===== src/rtl/al422b_frame_writer.sv =====
// AL422B write-side controller: crops one armed MT9V034 frame into the FIFO write port.
// Optional build macro AL422B_TEST_PATTERN_EN replaces pixel data with a {row,col} pattern.
module al422b_frame_writer #(
    parameter int IMG_W       = 384,
    parameter int IMG_H       = 288,
    parameter int H_START     = 184,
    parameter int V_START     = 96,
    parameter int WRST_CYCLES = 4
) (
    input  logic        clk,
    input  logic        reset,
    input  logic        arm,
    input  logic        frame_valid,
    input  logic        line_valid,
    input  logic [7:0]  pix_data,
    output logic        fifo_wrst_n,
    output logic        fifo_we_n,
    output logic [7:0]  fifo_di,
    output logic        busy,
    output logic        frame_done,
    output logic        short_frame,
    output logic [16:0] pix_count
);

    localparam logic [17:0] TOTAL     = 18'(IMG_W * IMG_H);
    localparam logic [10:0] H_LO      = 11'(H_START);
    localparam logic [10:0] H_HI      = 11'(H_START + IMG_W);
    localparam logic [9:0]  V_LO      = 10'(V_START);
    localparam logic [9:0]  V_HI      = 10'(V_START + IMG_H);
    localparam logic [7:0]  WRST_LAST = 8'(WRST_CYCLES - 1);

    typedef enum logic [2:0] {
        S_IDLE, S_SYNC, S_WRST, S_WAIT_FV, S_CAPTURE, S_DONE
    } state_t;

    state_t      state, state_nxt;
    logic        fv_q, lv_q;
    logic [9:0]  col;
    logic [8:0]  row;
    logic [7:0]  wrst_cnt;
    logic        vld_p0;
    logic [7:0]  pix_p0;
    logic        fv_rise, fv_fall, in_win, wr_ok;
    logic [17:0] cnt_ahead;

    assign fv_rise   = frame_valid && !fv_q;
    assign fv_fall   = !frame_valid && fv_q;
    // Count the write already in flight so the saturation limit is exact.
    assign cnt_ahead = {1'b0, pix_count} + {17'b0, vld_p0};
    assign in_win    = ({1'b0, col} >= H_LO) && ({1'b0, col} < H_HI) &&
                       ({1'b0, row} >= V_LO) && ({1'b0, row} < V_HI);
    assign wr_ok     = (state == S_CAPTURE) && frame_valid && line_valid &&
                       in_win && (cnt_ahead < TOTAL);

    always_comb begin
        state_nxt = state;
        case (state)
            S_IDLE:    if (arm)                     state_nxt = S_SYNC;
            S_SYNC:    if (!frame_valid)            state_nxt = S_WRST;
            S_WRST:    if (wrst_cnt == WRST_LAST)   state_nxt = S_WAIT_FV;
            S_WAIT_FV: if (fv_rise)                 state_nxt = S_CAPTURE;
            S_CAPTURE: if (fv_fall)                 state_nxt = S_DONE;
            S_DONE:                                 state_nxt = S_IDLE;
            default:                                state_nxt = S_IDLE;
        endcase
    end

    // Stage p0: qualify the sampled pixel and capture its data.
`ifdef AL422B_TEST_PATTERN_EN
    logic [9:0] col_rel;
    logic [8:0] row_rel;
    assign col_rel = col - H_LO[9:0];
    assign row_rel = row - V_LO[8:0];
    always_ff @(posedge clk) begin
        pix_p0 <= {row_rel[3:0], col_rel[3:0]};
    end
`else
    always_ff @(posedge clk) begin
        pix_p0 <= pix_data;
    end
`endif

    // Stage p1: FSM, counters and registered FIFO port.
    always_ff @(posedge clk or posedge reset) begin
        if (reset) begin
            state       <= S_IDLE;
            fv_q        <= 1'b0;
            lv_q        <= 1'b0;
            col         <= '0;
            row         <= '0;
            wrst_cnt    <= '0;
            vld_p0      <= 1'b0;
            fifo_wrst_n <= 1'b1;
            fifo_we_n   <= 1'b1;
            fifo_di     <= '0;
            busy        <= 1'b0;
            frame_done  <= 1'b0;
            short_frame <= 1'b0;
            pix_count   <= '0;
        end else begin
            state       <= state_nxt;
            fv_q        <= frame_valid;
            lv_q        <= line_valid;
            vld_p0      <= wr_ok;
            fifo_we_n   <= !vld_p0;
            fifo_wrst_n <= (state_nxt != S_WRST);
            busy        <= (state_nxt != S_IDLE);
            frame_done  <= (state == S_DONE);
            wrst_cnt    <= (state == S_WRST) ? wrst_cnt + 8'd1 : 8'd0;

            if (state == S_CAPTURE) begin
                col <= line_valid ? col + 10'd1 : 10'd0;
                if (lv_q && !line_valid)
                    row <= row + 9'd1;
            end else begin
                col <= '0;
                row <= '0;
            end

            if (vld_p0) begin
                fifo_di   <= pix_p0;
                pix_count <= pix_count + 17'd1;
            end

            if (state == S_DONE && {1'b0, pix_count} < TOTAL)
                short_frame <= 1'b1;

            if (state == S_IDLE && arm) begin
                pix_count   <= '0;
                short_frame <= 1'b0;
            end
        end
    end

endmodule


===== config.mk =====
export PLATFORM = sky130hd
export DESIGN_NAME = al422b_frame_writer
export DESIGN_NICKNAME = d
export VERILOG_FILES = /design/src/rtl/al422b_frame_writer.sv
export SDC_FILE = /design/constraint.sdc
export NUM_CORES = 1
export LEC_CHECK = 0
export CAP_MARGIN = 25
export CORE_MARGIN = 10
export CORE_UTILIZATION = 40
export CTS_CLUSTER_SIZE = 10
export DETAILED_ROUTE_END_ITERATION = 8
export DONT_BUFFER_PORTS = 1
export GPL_ROUTABILITY_DRIVEN = 0
export HOLD_SLACK_MARGIN = 0.1
export PLACE_DENSITY_LB_ADDON = 0.2
export SETUP_SLACK_MARGIN = 0.15
export SYNTH_ARGS = -nofsm -noshare
export SYNTH_HDL_FRONTEND = slang
export SYNTH_SLANG_ARGS = --single-unit

===== constraint.sdc =====
create_clock -name clk -period 2.5 [get_ports clk]
set_input_delay 0.5 -clock clk [delete_from_list [all_inputs] [get_ports clk]]
set_output_delay 0.5 -clock clk [all_outputs]
set_load 0.005 [all_outputs]

# == After elaboration in Yosys (flattened, before gate mapping) ==
# Cells that the tools add are included.
# word_totals
ff_bits,71
latchBits,0
ramBits,0
mem_bits_ro,0
inputBits,13
mem_count,0
# op_classes
addsub,5
multipliers,0
n_div,0
n_lt_le_gt_ge,6
eq_ne,8
n_shift,0
muxes,15
bitwise,0
n_reduce_logical,20
# ops
operator,count
two-way mux 17 bit,2
two-way mux 10 bit,2
adder 17 x 1 -> 18 bit,1
less-than comparator 18 x 17 -> 1 bit (second input constant),1
two-way mux 9 bit,2
adder 17 x 1 -> 17 bit (second input constant),1
less-than comparator 17 bit (second input constant),1
two-way mux 3 bit,5
one-hot mux 3 bit (5 select lines),1
logical AND 1 bit,12
adder 10 x 1 -> 10 bit (second input constant),1
>= comparator 10 x 8 -> 1 bit (second input constant),1
less-than comparator 10 bit (second input constant),1
adder 9 x 1 -> 9 bit (second input constant),1
>= comparator 9 x 7 -> 1 bit (second input constant),1
less-than comparator 9 bit (second input constant),1
adder 8 x 1 -> 8 bit (second input constant),1
equality test 8 x 2 -> 1 bit (second input constant),1
two-way mux 8 bit,1
equality test 3 x 2 -> 1 bit (second input constant),2
equality test 3 bit (second input constant),2
zero test 1 bit,4
nonzero test 2 bit,2
equality test 3 x 1 -> 1 bit (second input constant),1
other kinds (5),6

# == Longest topological paths before layout ==
# Gate-level depths: netlist of run 1.
# logic_depth
depth_word,6
depth_mapped,6
depth_no_buf,6

# == Worst setup path after synthesis of run 1 ==
# Ideal clock, no wire load.
# synth_timing
kind,flip-flop to flip-flop
from,reg pix_count[7]
to,reg vld_p0
arrival_time_ns,1.533
slack_ns,0.868
stages_incl_launch_ff,6
path_cell_list,dfrtp_1 -> nand4_1 -> nor4_2 -> xor2_1 -> a31o_1 -> a311oi_1
# synth_via
elab_chain_len,3
# synth_rtl
item,line,rtl
from (decl),22,output logic [16:0] pix_count
from (signal assigned),122,pix_count <= pix_count + 17'd1;
adder 17 x 1 -> 18 bit,49,"assign cnt_ahead = {1'b0, pix_count} + {17'b0, vld_p0};"
less-than comparator 18 x 17 -> 1 bit,53,in_win && (cnt_ahead < TOTAL);
logical AND 1 bit,53,
net wr_ok,43,"logic fv_rise, fv_fall, in_win, wr_ok;"
to (signal assigned),104,vld_p0 <= wr_ok;
to (decl),41,logic vld_p0;
# The timed path passes the listed nets, and every way through them passes these cells.
# A chain may end at the register's enable or synchronous reset.

# == Worst setup path in the final report of run 1 ==
# Same ends and word-level chain as after synthesis.

==> metrics.md, run 1 <==
| Metric | Value |
|---|---|
| Top cells by area, synth | dfrtp_1 (50%), xor2_1 (6.6%), nor2_1 (5.6%) |
| Residual DRC | 0 |
| Die Y | 108 um |
| Power per Cell Area | 680 mW/mm2 |
| WP data arrival | 2.09 ns |
| Largest net degree at the start of global routing | 40 |
| FP Rows | 31 |
| Grt total ovfl | 0 |
| Tot Pwr | 0.00230 W |
| Worst reg2reg path depth | 5 |
| Seq/Total Area, Yosys | 56.6% |
| Slowest stage delay, CP | 0.46 ns |
| Die width | 108 um |
| Outcome | finished clean |
| Setup TNS | 0 ns |
| CP Max Fanout | 6 |
| Aggregate global-route resource usage | 10.4% |
| Tmin final | 1.85 ns |
| Mux cell area share after synthesis | 3.26% |
| Min Hold Slack | 0.0957 ns |
| Top cells by count, synth | dfrtp_1 (61), nor2_1 (46), xor2_1 (23) |
| Post-synth EDFFs | 0 |
| Slew @ Worst Pin | 0.581 ns |
| Compound-gate portion of the synthesized area | under 10% |
| Final Util | 45.9% |
| Async set-or-reset flop fraction in the synthesized netlist | about nine tenths |
| Vias per Instance | 4.95 |
| Hold Vio Cnt, Final | 0 |
| F_max | 540 MHz |
| Initial Utilization | 41.7% |
| Worst reg2reg path endpoint | vld_p0 |
| H-tree depth | 3 |
| Adder-Cell Fraction of Synth Area | 2.44% |
| Per-cell routed wire length | around 15 um |
| Yosys top cell area share | approximately half |
| RSZ-0062 raised after global routing | no |
| Slew headroom | 61.2% |
| Via count | slightly below 2,000 |
| First DRT Iteration DRCs | 70 |
| Peak supply drop | 339 uV |
| Distinct cells, synth | 40 |
| Net switching power | between 0.0006 and 0.0007 W |
| Internal | 0.00165 W |
| Post-CTS Setup Bufs | 0 |
| Net Sw Frac | 28.4% |
| Root Driver | clkbuf_8 |
| CP Buf/Inv Count | 0 |
| DP HPWL | 4020 um |
| Worst skew pair latency | 0.34 ns |
| CP Launch Type | register |
| Syn_area_per_cell | around 11 um2 |
| Period utilization | between 70% and 80% |
| First-pass GRT wire length | 9490 um |
| Clock share of power | 34.7% |
| Nets | 312 |
| Synth warn | 0 |
| CP required | 2.74 ns |
| Largest family of logic cells by synthesized area | simple AND/OR/NAND/NOR gates |
| Logic pwr share | 9.6% |
| Most common cell in the netlist | dfrtp_1 |
| Delay-heaviest family, CP | simple AND/OR/NAND/NOR gates |
| Clk sinks | between 70 and 80 |
| Final setup vio count | 0 |
| Vias in the first global route | between 1,500 and 2,000 |
| Kind of critical path | reg -> reg |
| Post-DP Area | 0.00321 mm2 |
| CTS Buf Count | 9 |
| Final WL | about 5800 um |
| Flops & latches, synth | a little over 70 |
| # IOs | 43 |
| Max Root-Sink Buffers | 2 |
| WP depth | 5 |
| Clock skew | 0.0101 ns |
| Clock-pin slew on the worst setup and hold paths | 0.08 ns |
| Post-Syn Area | between 0.003 and 0.004 mm2 |
| Maxcap violations | 0 |
| Hold buffer count at cts | 0 |
| N_diodes | 0 |
| Crit-path slowest cell | dfrtp_1 |
| Fin. max-slew vios | 0 |
| CTS tree | done |
| PortBufs | 0 |
| Crit path cell chain | nand4_1 > nor4_2 > xor2_1 > a31o_1 > a311oi_1 |
| Antenna-violating nets left | 0 |
| Worst setup EP type | register |
| Area growth from synthesis to layout | 10.1% |
| Cell count after synthesis | 284 |
| Post-CTS Resized | 0 |
| Pre-antenna DRT Iters | 4 |
| Register share of total power | 55.7% |
| Initial antenna violation count | 0 |
| Post-Layout Inst Area | 0.00339 mm2 |
| Top_reg_cell synth | dfrtp_1 |
| Core box area | 0.00737 mm2 |
| R2r setup slk | 0.65 ns |
| P_leak | 1.50 nW |
| Die area | 0.0116 mm2 |
| Reg2Reg Launch Point | pix_count[7] |
| Fraction of the mapped netlist area in simple logic gates | between 20% and 30% |
| Xor/xnor share of the synthesized area | 10.3% |
| Leading area contributor after synthesis | dfrtp_1 |
| Syn Nets | 303 |
| Layout cells sized above 1 | 12.8% |
| Hold Path Class | in -> async |
[cell usage in the layout (no fill, tap or decap), types with 3 or more instances in the layout]
cell type,instances
dfrtp_1,61
nor2_1,46
xor2_1,23
nand3_1,17
nand2_1,14
xnor2_1,13
inv_1,11
a21oi_1,9
and3_1,9
clkbuf_8,9
o21ai_0,8
mux2_2,8
dfxtp_1,8
nand4_1,7
ha_1,6
or3_1,4
nor2b_1,3
nor4_1,3
nor3_1,3
clkinvlp_4,3
[cell type report]
type                    instances  area (um2)
fillers                       678        3980
flip-flops and latches         71        1740
multi-input cells             196        1270
clock buffers                   9         124
well taps                      99         124
clock inverters                 7        50.0
inverters                      12        45.0
repair buffers                  3        35.0
[power groups by stage]
| stage | Sequential [W] | Combinational [W] | Clock (W) |
|---|---|---|---|
| floorplan | 0.00128 | 0.000184 | 0 |
| global placement | 0.00130 | 0.000227 | 0 |
| detailed placement | 0.00130 | 0.000227 | 0 |
| CTS | 0.00128 | 0.000227 | 0.000843 |
| global route | 0.00129 | 0.000254 | 0.000888 |
| finish | 0.00128 | 0.000221 | 0.000799 |
[state kept, by name, summed over array words and instances, names as in the netlist]
| name | count |
|---|---|
| fifo_we_n | 1 |
| frame_done | 1 |
| state | 3 |
| col | 10 |
| fifo_wrst_n | 1 |
| wrst_cnt | 8 |
| row | 9 |
| vld_p0 | 1 |
| lv_q | 1 |
| short_frame | 1 |
| pix_count | 17 |
| pix_p0 | 8 |
| busy | 1 |
| fifo_di | 8 |
| fv_q | 1 |
[cell families (layout without fill, tap and decap cells)]
group                    Yosys count  count (layout)
AO/OA/AOI/OAI                     25              25
XOR/XNOR                          36              36
adder cells (fa/ha/maj)            6               6
buffers and inverters             17              31
flip-flops                        71              71
multiplexers                       9               9
AND/OR/NAND/NOR                  120             120
[routing by layer]
layer | vias to the layer above | GRT usage, % | share of wire, %
met2 | 50 | 15.5 | 44
met5 | - | 0 | 0
met1 | 938 | 12.3 | 47
met4 | 0 | 3.44 | 0.41
met3 | 2 | 5.93 | 8.1
li1 | 977 | - | -
[worst register-to-register path, cell delays in order (launching register included)]
cell      delay, ns
dfrtp_1        0.46
nand4_1        0.24
nor4_2         0.46
xor2_1         0.11
a31o_1         0.23
a311oi_1       0.25
[worst max-delay path by stage]
stage,startpoint,to
final,pix_count[7],vld_p0
after global routing,pix_count[7],vld_p0
after CTS,pix_count[7],vld_p0
after detailed placement,pix_count[7],vld_p0
after global placement,pix_count[7],vld_p0
after floorplan,reset,busy
[per-stage QoR]
step / worst slack (ns) / instances
after floorplan: 0.434 / 284
after global placement: 0.701 / 381
after detailed placement: 0.617 / 381
after CTS: 0.615 / 397
after global routing: 0.468 / 397
final: 0.649 / 397
Power figures use the tool's default switching activity.
==> run 2, diff against run 1 <==
Clock period 2.5 ns to 1.9 ns, I/O delays scaled along.
==> run 2 against run 1 <==
- combinational power grew 49%
- count of clock-buffer cells in the layout grew 1
- sequential share of layout area shrank 3.6 points
- fmax grew 11%
- sequential cell count is the same
- critical path type unchanged
- critical endpoint unchanged
==> metrics.md, run 2 (same netlist as run 1, synthesis figures left out) <==
| Metric | Value |
|---|---|
| Peak supply drop | between 500 and 600 uV |
| CP required | 2.16 ns |
| Final setup vio count | 0 |
| CP Buf/Inv Count | 0 |
| Pre-antenna DRT Iters | 4 |
| Biggest regs | pix_count (17), col (10), row (9) |
| Final WL | 6000 um |
| CP Launch Type | register |
| Crit-path slowest cell | dfrtp_2 |
| PortBufs | 0 |
| Per-cell routed wire length | 14.2 um |
| H-tree depth | 3 |
| Most frequent cells in the layout | dfrtp_1 (55), nor2_1 (46), xor2_1 (23), nand3_1 (17), buf_4 (16) |
| Vias per Instance | 5.09 |
| Die width | 108 um |
| Clk sinks | between 70 and 80 |
| Clock-pin slew on the worst setup and hold paths | around 0.080 ns |
| FP Rows | 31 |
| Antenna-violating nets left | 0 |
| First DRT Iteration DRCs | 74 |
| Setup WS post-layout | 0.227 ns |
| Clock skew | 0.00628 ns |
| Largest net degree at the start of global routing | 46 |
| Nets | 337 |
| DP HPWL | approximately 4100 um |
| Post-Layout Inst Area | 0.00366 mm2 |
| Layout cells sized above 1 | 19.2% |
| Power per Cell Area | 855 mW/mm2 |
| Slew @ Worst Pin | 0.430 ns |
| Setup TNS | 0 ns |
| Max Root-Sink Buffers | 2 |
| Area growth from synthesis to layout | 18.9% |
| Hold Path Class | in -> reg |
| Die area | about 0.012 mm2 |
| Worst setup EP type | register |
| F_max | about 600 MHz |
| Slew headroom | 71.3% |
| Worst skew pair latency | approximately 0.35 ns |
| Outcome | finished clean |
| Filler cells | 687 |
| WP data arrival | between 1.5 and 2 ns |
| Most common cell after layout, fill and taps aside | dfrtp_1 |
| Pre-CTS WS | roughly 0.11 ns |
| Core box area | 0.00737 mm2 |
| Residual DRC | 0 |
| Initial antenna violation count | 0 |
| Initial Utilization | 41.7% |
| Tmin final | approximately 1.7 ns |
| P_leak | 1.64 nW |
| Fin. max-slew vios | 0 |
| Grt total ovfl | 0 |
| Delay-heaviest family, CP | simple AND/OR/NAND/NOR gates |
| Maxcap violations | 0 |
| Min Hold Slack | 0.201 ns |
| Largest register by flop count | pix_count |
| Vias in the first global route | between 2,000 and 2,500 |
| # IOs | between 40 and 50 |
| Period utilization | 88.1% |
| Kind of critical path | reg -> reg |
| Post-DP Area | 0.00331 mm2 |
| Root Driver | clkbuf_8 |
| CTS Buf Count | 9 |
| CTS tree | done |
| Slowest stage delay, CP | 0.43 ns |
| Number of flip-flops in the largest register | 17 |
| N_diodes | 0 |
| RSZ-0062 raised after global routing | no |
| Crit path cell chain | nand4_1 > nor4_4 > xor2_1 > a31o_1 > a311oi_2 |
| First-pass GRT wire length | 10,700 um |
| Hold Vio Cnt, Final | 0 |
| Die Y | 108 um |
| Via count | 2,146 |
| CP Max Fanout | 6 |
| Aggregate global-route resource usage | 11.4% |
## run 2: layout make-up
class / count / area [um2] / share of cell area [%]
Sequential cell: 71 / 1750 / 47.8
Multi-Input combinational cell: 196 / 1300 / 35.7
Timing Repair Buffer: 28 / 250 / 6.84
Clock buffer: 10 / 138 / 3.76
Tap cell: 99 / 124 / 3.39
Inverter: 12 / 48.8 / 1.33
Clock inverter: 6 / 45.0 / 1.23
## run 2: what timing repair did
action / 4_1_cts / 5_1_grt
endpoints found under the hold margin: 27 / 0
pin swaps: 0 / 5
buffers inserted: 0 / 2
hold buffers: 11 / 0
gates resized for setup: 1 / 13
endpoints found under the setup margin: 1 / 9
## run 2: per-stage QoR
stage	instances	util (%)	power [W]
2_1_floorplan	284	-	0.00192
3_3_place_gp	393	44.9	0.00202
3_5_place_dp	393	44.9	0.00202
4_1_cts	420	48.9	0.00316
5_1_grt	422	49.6	0.00329
6_report	422	49.6	0.00313
## run 2: final timing paths
kind | startpoint | to | slack (ns) | cells after the start
max | pix_count[2] | vld_p0 | 0.23 | 5
min | line_valid | col[1] | 0.20 | 1
max reg2reg | pix_count[2] | vld_p0 | 0.23 | 5
min reg2reg | pix_p0[0] | fifo_di[0] | 0.46 | 1
max in group asynchronous | reset | fifo_wrst_n | 0.78 | 3
min in group asynchronous | reset | pix_count[13] | 0.52 | 2
## run 2: layer usage
metal	vias to the layer above	part of all wire, %	GRT usage, %
met5	-	0	0
met3	14	7.7	4.31
li1	1039	-	-
met1	1040	45	14.1
met4	0	2.2	5.73
met2	53	45	17.0
## run 2: power by group
| group | leakage [nW] | switching, W | internal, W |
|---|---|---|---|
| Combinational | 0.634 | 0.000204 | 0.000125 |
| Sequential | 0.919 | 0.0000931 | 0.00160 |
| Clock | 0.0849 | 0.000591 | 0.000513 |
## run 2: worst register-to-register path, delay by kind of cell (launching register included)
kind,cells,cell delay [ns]
AOI/OAI and AO/OA,2,0.47
xor gates and xnor gates,1,0.11
and+or+nand+nor,2,0.58
DFF,1,0.43
==> run 3, diff against run 2 <==
Settings changed: CELL_PAD_IN_SITES_DETAIL_PLACEMENT set to 0, CELL_PAD_IN_SITES_GLOBAL_PLACEMENT set to 1.
==> run 3 against run 2 <==
- highest routed layer unchanged
- design area increased by 0.86%
- non-clock buffer count unchanged
- critical endpoint is now busy
- largest power group unchanged
- combinational power increased by 9.4%
- setup slack worse by 0.053 ns
- power up 4.7%
- largest cell class unchanged
==> metrics.md, run 3 (same netlist as run 1, synthesis figures left out) <==
| Metric | Value |
|---|---|
| Crit-path slowest cell | dfrtp_1 |
| Largest net degree at the start of global routing | 64 |
| Layout cells sized above 1 | 18.9% |
| Worst reg2reg path depth | 6 |
| CP Max Fanout | 3 |
| Initial Utilization | 41.7% |
| Clk sinks | 71 |
| Hold Vio Cnt, Final | 0 |
| WP data arrival | between 1.5 and 2 ns |
| Aggregate global-route resource usage | 11.3% |
| Pre-CTS WS | 0.0983 ns |
| Min Hold Slack | 0.200 ns |
| Setup TNS | 0 ns |
| First-pass GRT wire length | between 10,000 and 15,000 um |
| Per-cell routed wire length | 14.7 um |
| Biggest regs | pix_count (17), col (10), row (9) |
| Max Root-Sink Buffers | 2 |
| PortBufs | 0 |
| Pre-antenna DRT Iters | 4 |
| Die width | 108 um |
| N_diodes | 0 |
| Die Y | 108 um |
| Final WL | between 6000 and 7000 um |
| Setup WS post-layout | 0.174 ns |
| Grt total ovfl | 0 |
| Crit path cell chain | ha_2 > nor3b_1 > and3_1 > o21ai_0 > o21ai_1 > or3_1 |
| FP Rows | 31 |
| Root Driver | clkbuf_8 |
| Slew @ Worst Pin | 0.340 ns |
| RSZ-0062 raised after global routing | no |
| Largest register by flop count | pix_count |
| Final setup vio count | 0 |
| Power per Cell Area | 887 mW/mm2 |
| F_max | 579 MHz |
| Area growth from synthesis to layout | 19.9% |
| Hold Path Class | in -> reg |
| Nets | 337 |
| Most common cell after layout, fill and taps aside | dfrtp_1 |
| Fin. max-slew vios | 0 |
| WP depth | 6 |
| Number of flip-flops in the largest register | 17 |
| Peak supply drop | about 520 uV |
| Initial antenna violation count | 0 |
| CP Launch Type | register |
| # IOs | 43 |
| Tmin final | 1.73 ns |
| Vias in the first global route | 2,113 |
| Slowest stage delay, CP | 0.40 ns |
| Clock-pin slew on the worst setup and hold paths | 0.08 ns |
| DP HPWL | 4070 um |
| Die area | 0.0116 mm2 |
| P_leak | approximately 1.7 nW |
| Hold depth | 1 |
| Core box area | between 0.007 and 0.008 mm2 |
| Vias per Instance | 4.90 |
| Period utilization | between 90% and 100% |
| H-tree depth | 3 |
| Kind of critical path | reg -> reg |
| Delay-heaviest family, CP | simple AND/OR/NAND/NOR gates |
| First DRT Iteration DRCs | between 60 and 70 |
| Residual DRC | 0 |
| Antenna-violating nets left | 0 |
| CP Buf/Inv Count | 0 |
| Clock skew | 0.0110 ns |
| CP required | 2.12 ns |
| Worst skew pair latency | 0.34 ns |
| Slew headroom | 77.1% |
| Outcome | finished clean |
| Via count | 2,068 |
| CTS Buf Count | 9 |
| Maxcap violations | 0 |
| Most frequent cells in the layout | dfrtp_1 (56), nor2_1 (46), xor2_1 (23), nand3_1 (17), buf_4 (16) |
| CTS tree | done |
| Worst setup EP type | register |
==> run 3: cell type report <==
type	count	area (um2)
Sequential cell	71	1750
Clock buffer	11	141
Inverter	12	48.8
Multi-Input combinational cell	196	1320
Tap cell	99	124
Clock inverter	5	57.6
Fill cell	702	3680
Timing Repair Buffer	28	250
==> run 3: per-stage QoR <==
stage | power [W] | std cells | utilization, % | instance area [um2]
6_report | 0.00327 | 422 | 50.0 | 3690
5_1_grt | 0.00345 | 422 | 50.0 | 3690
4_1_cts | 0.00327 | 418 | 49.0 | 3610
3_5_place_dp | 0.00203 | 390 | 44.6 | 3280
3_3_place_gp | 0.00204 | 390 | 44.6 | 3280
2_1_floorplan | 0.00192 | 284 | - | 3080
==> run 3: repair_timing <==
| item | CTS | global route |
|---|---|---|
| resized for setup | 2 | 12 |
| setup buffers | 1 | 4 |
| hold endpoints to repair | 71 | 0 |
| setup endpoints to repair | 1 | 11 |
| hold buffers | 11 | 0 |
| cloned | 0 | 0 |
| pin swaps | 1 | 6 |
==> run 3: where the power goes <==
| part | leakage, nW | internal, W | switching, W |
|---|---|---|---|
| registers | 0.920 | 0.00160 | 0.000102 |
| logic | 0.635 | 0.000146 | 0.000214 |
| clock network | 0.103 | 0.000643 | 0.000566 |
==> run 3: worst paths after layout <==
kind	from	endpoint	slack, ns
worst max-delay path	wrst_cnt[0]	busy	0.17
max in group asynchronous	reset	fifo_wrst_n	0.97
min in group asynchronous	reset	col[2]	0.63
worst min register to register	pix_p0[6]	fifo_di[6]	0.46
worst max register to register	wrst_cnt[0]	busy	0.17
worst min-delay path	line_valid	col[1]	0.20
==> run 3: layer usage <==
metal / vias to the layer above / share of wire [%] / GRT usage (%)
met5: - / 0 / 0
met4: 0 / 1.0 / 4.48
met3: 6 / 6.5 / 4.97
met2: 32 / 45 / 15.9
met1: 1001 / 48 / 14.9
li1: 1029 / - / -
==> run 3: worst register-to-register path: cells and delay by family (launching register included) <==
family                   cells  cell delay (ns)
adder cells (fa/ha/maj)      1             0.21
AND/OR/NAND/NOR              3             0.68
AO/OA/AOI/OAI                2             0.33
flip-flops                   1             0.40
